### src/rtl/fence_sequencer.sv
// fence_sequencer: orders the store-buffer drain and the D$, I$, TLB and
// pipeline flushes that fence-class instructions need at commit, and
// returns a single-cycle done pulse so commit can retire the instruction.
module fence_sequencer #(
  parameter int unsigned TIMEOUT_CYCLES = 1024
) (
  input  logic clk_i,
  input  logic rst_ni,
  input  logic fence_req_i,
  input  logic fence_i_req_i,
  input  logic sfence_vma_req_i,
  input  logic amo_flush_req_i,
  input  logic no_st_pending_i,
  output logic flush_dcache_o,
  input  logic flush_dcache_ack_i,
  output logic flush_icache_o,
  input  logic flush_icache_ack_i,
  output logic flush_tlb_o,
  output logic flush_pipeline_o,
  output logic done_o,
  output logic busy_o,
  output logic timeout_o
);

  localparam logic [2:0] IDLE   = 3'd0;
  localparam logic [2:0] DRAIN  = 3'd1;
  localparam logic [2:0] DFLUSH = 3'd2;
  localparam logic [2:0] IFLUSH = 3'd3;
  localparam logic [2:0] TLB    = 3'd4;
  localparam logic [2:0] PFLUSH = 3'd5;

  // A zero timeout still needs a one-bit counter so the logic elaborates.
  localparam int unsigned CW = (TIMEOUT_CYCLES > 0) ? $clog2(TIMEOUT_CYCLES + 1) : 1;
  localparam bit          TMO_EN = (TIMEOUT_CYCLES != 0);
  localparam logic [CW-1:0] CNT_LAST =
    CW'((TIMEOUT_CYCLES > 0) ? (TIMEOUT_CYCLES - 1) : 0);

  logic [2:0]    state_q, state_d;
  logic          need_d_q, need_i_q, need_tlb_q;
  logic [CW-1:0] cnt_q;
  logic          timeout_q;
  logic          cnt_last;
  logic          tmo_fire;
  logic          any_req;
  logic          waiting;

  assign any_req  = fence_req_i | fence_i_req_i | sfence_vma_req_i | amo_flush_req_i;
  assign cnt_last = TMO_EN && (cnt_q == CNT_LAST);
  assign waiting  = (state_q == DRAIN) || (state_q == DFLUSH) || (state_q == IFLUSH);

  // Next-state decode; a timeout takes the same exit as the real condition.
  always_comb begin
    // NOTE: every always_comb output gets a default first so no latch is inferred.
    state_d  = state_q;
    tmo_fire = 1'b0;
    case (state_q)
      IDLE: begin
        if (any_req) begin
          // Flags are not latched yet, so decide from the live requests.
          state_d = (fence_req_i | fence_i_req_i | sfence_vma_req_i) ? DRAIN : PFLUSH;
        end
      end
      DRAIN: begin
        if (no_st_pending_i || cnt_last) begin
          state_d  = need_d_q ? DFLUSH : TLB;
          tmo_fire = !no_st_pending_i;
        end
      end
      DFLUSH: begin
        if (flush_dcache_ack_i || cnt_last) begin
          state_d  = need_i_q ? IFLUSH : (need_tlb_q ? TLB : PFLUSH);
          tmo_fire = !flush_dcache_ack_i;
        end
      end
      IFLUSH: begin
        if (flush_icache_ack_i || cnt_last) begin
          state_d  = need_tlb_q ? TLB : PFLUSH;
          tmo_fire = !flush_icache_ack_i;
        end
      end
      TLB:     state_d = PFLUSH;
      PFLUSH:  state_d = IDLE;
      default: state_d = IDLE;
    endcase
  end

  // State register, sticky timeout flag and per-state wait counter.
  always_ff @(posedge clk_i or negedge rst_ni) begin
    if (!rst_ni) begin
      state_q   <= IDLE;
      cnt_q     <= '0;
      timeout_q <= 1'b0;
    end else begin
      // NOTE: sequential state uses non-blocking assignments so every register
      // samples the pre-edge values regardless of statement order.
      state_q   <= state_d;
      timeout_q <= timeout_q | tmo_fire;
      if (state_d != state_q || !waiting) begin
        cnt_q <= '0;
      end else begin
        cnt_q <= cnt_q + 1'b1;
      end
    end
  end

  // Work flags: captured once in IDLE, held for the sequence, cleared after PFLUSH.
  always_ff @(posedge clk_i or negedge rst_ni) begin
    if (!rst_ni) begin
      need_d_q   <= 1'b0;
      need_i_q   <= 1'b0;
      need_tlb_q <= 1'b0;
    end else if (state_q == IDLE && any_req) begin
      need_d_q   <= fence_req_i | fence_i_req_i;
      need_i_q   <= fence_i_req_i;
      need_tlb_q <= sfence_vma_req_i;
    end else if (state_q == PFLUSH) begin
      need_d_q   <= 1'b0;
      need_i_q   <= 1'b0;
      need_tlb_q <= 1'b0;
    end
  end

  // Outputs decode the state register only, so reset drops them at once.
  assign flush_dcache_o   = (state_q == DFLUSH);
  assign flush_icache_o   = (state_q == IFLUSH);
  assign flush_tlb_o      = (state_q == TLB);
  assign flush_pipeline_o = (state_q == PFLUSH);
  assign done_o           = (state_q == PFLUSH);
  assign busy_o           = (state_q != IDLE);
  assign timeout_o        = timeout_q;

endmodule

### config.mk
export PLATFORM = sky130hd
export DESIGN_NAME = fence_sequencer
export DESIGN_NICKNAME = d
export VERILOG_FILES = /design/src/rtl/fence_sequencer.sv
export SDC_FILE = /design/constraint.sdc
export NUM_CORES = 1
export LEC_CHECK = 0
export BUFFER_PORTS_ARGS = -buffer_cell sky130_fd_sc_hd__buf_2
export CORE_MARGIN = 2
export CORE_UTILIZATION = 56
export CTS_CLUSTER_DIAMETER = 40
export DETAILED_ROUTE_END_ITERATION = 6
export GPL_ROUTABILITY_DRIVEN = 0
export GPL_TIMING_DRIVEN = 0
export PLACE_DENSITY = 0.77
export SYNTH_ARGS = -nofsm -noshare
export SYNTH_HDL_FRONTEND = slang
export SYNTH_SLANG_ARGS = --single-unit
### constraint.sdc
create_clock -name clk_i -period 2.05 [get_ports clk_i]
set_input_delay 0.41 -clock clk_i [delete_from_list [all_inputs] [get_ports clk_i]]
set_output_delay 0.41 -clock clk_i [all_outputs]
set_load 0.02 [all_outputs]
==> flow_summary.yaml <==
route:
  wl_um: 2350
  vias: 949
  drc: 0
  first_pass_iters: 4
  vias_per_cell: 5.86
  avgRoutedWirePerCell_um: 14.5
  ant_nets: 0
  drtIter0Drc: 29
global_route:
  antenna_found_initial: 0
  grt_max_degree: 19
  grt-busiest-layer: "met1"
  grt_use_met2: 0.282
  grt_pass1_vias: 858
  use_met3: 0.0394
  grt_overflow: 0
  grt_pass1_wl_um: 3860
  grt_use_total: 0.198
  grt_use_met1: 0.320
min_path:
  hold_path.class: "input pin to async pin"
timing:
  layout_min_cycle_time_ns: 1.97
  worst_pin_slew_ns: 0.563
  setup_violations: 0
  setup_ws_ns: 0.0783
  maxSlewViolCount: 0
  hold_viol: 0
  fin_crit_sh: 0.962
  slew_headroom: 0.621
  fmax_mhz: 507
  skew_ns: 0.0120
  rsz0062_at_grt: "yes"
logic_synthesis:
  synthesis.nets: 125
  synth.distinct_cells: 42
  syn_area_sq_um: 1160
  synthTopCellsByArea: "dfrtp_1 (39%), nor3_2 (9.5%), xor2_1 (5.3%)"
  ys_seq_area_frac: 0.387
  syn_inst: 115
  synth_seq_cells: 18
  synth_top_area_frac: 0.387
  ys_warn_count: 0
  postSynthAreaPerCell_sq_um: 10.1
  yosysTopAreaCell: "dfrtp_1"
layout:
  synthToLayoutAreaGrowth_pct: 14.7
  seqCellArea_sq_um: 450
  final_cell_mix: "dfrtp_1 (18), buf_2 (16), nor3_2 (12)"
  layout_commonest_cell: "dfrtp_1"
  finalInstanceArea_sq_um: 1340
  fillerInstances: 164
  multi_input_area_sq_um: 642
  layout.nets: 146
  final_util: 0.681
  drive_gt1_frac: 0.385
  diodes: 0
place:
  port_buffers: 15
  pre_cts_slack_ns: 0.104
  hpwl_um: 1670
  dpl_cell_area_sq_um: 1270
setup_path:
  critical-path-max-stage-delay_ns: 0.38
  cp_max_fo: 10
  end_kind: "output pin"
  required_ns: 1.64
  crit_chain: "buf_4 -> nor2b_2 -> and2_1 -> buf_4 -> buf_2"
  worst_path_max_delay_cell: "dfrtp_1"
  arrival_ns: 1.56
  critPathLaunchType: "register"
  critPathKind: "register to output pin"
  crit_family: "buffers and inverters"
  critPathMostFrequentCell: "buf_4"
  crit_buf_inv: 3
status:
  status: "complete, no violations"
die:
  io_pins: 16
  fp.dieW_um: 49.6
  core.rowCount: 16
  core_sq_um: 1960
  die-area_sq_um: 2460
  die_h_um: 49.6
  start_util: 0.594
clocking:
  cts_buffers: 3
  cts_root_buffer: "clkbuf_4"
  htreeDepth: 1
  path_clk_slew_ns: 0.11
  clock_latency_ns: 0.29
  clock_path_buffers: 2
  cts_hold_buf: 0
  cts_tree: "yes"
  cts.sink_count: 18
power_and_ir_drop:
  ir_worst_vdd_v: 0.000745
  power_density_nw_per_um2: 1100
  p_leak_nw: 0.577
flow_run:
  cap_violations: 0
Yosys cell counts:
cell type and instances:
and4_4 2, nor3b_1 2, nor4_1 1, a22oi_1 1, and3_1 1, nor3_2 11
o21ai_2 1, nor3_1 3, buf_4 3, and4_1 2, nor2b_1 3, nand2b_1 2
a22o_1 1, nor2_1 5, nand3_1 4, a221o_1 1, o31ai_1 1, nand2_1 7
buf_6 3, mux2i_1 3, and2_1 1, inv_1 4, buf_2 1, buf_8 1
or4_1 1, xnor2_1 2, a211oi_1 1, a32o_1 1, o2111ai_2 1, nand2b_2 1
ha_1 1, nand4_1 2, dfrtp_1 18, or2b_1 1, a31o_2 1, a211oi_2 1
xor2_1 7, o2bb2ai_1 1, nand4b_1 1, or2_2 1, a21oi_1 7, o21ai_0 3
final timing paths:
| check | from | to | slack (ns) | cells past startpoint |
|---|---|---|---|---|
| max reg2reg | cnt_q[0] | cnt_q[7] | 0.10 | 9 |
| min | rst_ni | timeout_o | 0.03 | 1 |
| min reg2reg | timeout_o | timeout_o | 0.47 | 1 |
| max in group asynchronous | rst_ni | cnt_q[6] | 1.71 | 1 |
| max | state_q[0] | flush_pipeline_o | 0.08 | 5 |
| min in group clk_i | fence_i_req_i | need_i_q | 0.36 | 3 |
registers in the layout (all words and copies together) (netlist names):
name and cells:
need_i_q 1, need_d_q 1, state_q 3, need_tlb_q 1, cnt_q 11, timeout_o 1
metal layers:
metal / up-vias / wire, um
li1: 455 / -
met1: 466 / 1120
met2: 28 / 1100
met3: 0 / 129
met4: 0 / 0
met5: - / 0
cells by family after synthesis:
logic type	synth area share
simple gates	0.298
compound gates	0.133
flops	0.387
buf+inv	0.0784
xor+xnor	0.0677
mux	0.0258
fa+ha+maj	0.0107
where the power goes:
| part | switching [mW] | internal [mW] | total [mW] |
|---|---|---|---|
| sequential | 0.0569 | 0.416 | 0.473 |
| combinational | 0.486 | 0.299 | 0.785 |
| clock | 0.108 | 0.108 | 0.216 |
stage by stage:
step	power [mW]	cells	hold WS [ns]	TNS (ns)
after floorplan	1.05	115	0.114	0
after global placement	1.21	157	0.363	0
after detailed placement	1.22	157	0.365	0
after CTS	1.45	161	0.0427	0
after global routing	1.57	162	0.0501	-0.00657
final	1.47	162	0.0289	0
cell type report:
cell class	instances	share of cell area
multi-input cells	85	0.480
well taps	27	0.0253
inverters	4	0.0112
repair buffers	16	0.0618
plain buffers	8	0.0571
flip-flops and latches	18	0.337
clock buffers	4	0.0272
what timing repair did:
item,CTS,global route
endpoints found under the setup margin,1,12
gates cloned,0,0
gates resized for setup,1,4
buffers inserted,0,1
No activity file was read; power rests on OpenSTA's default activity.
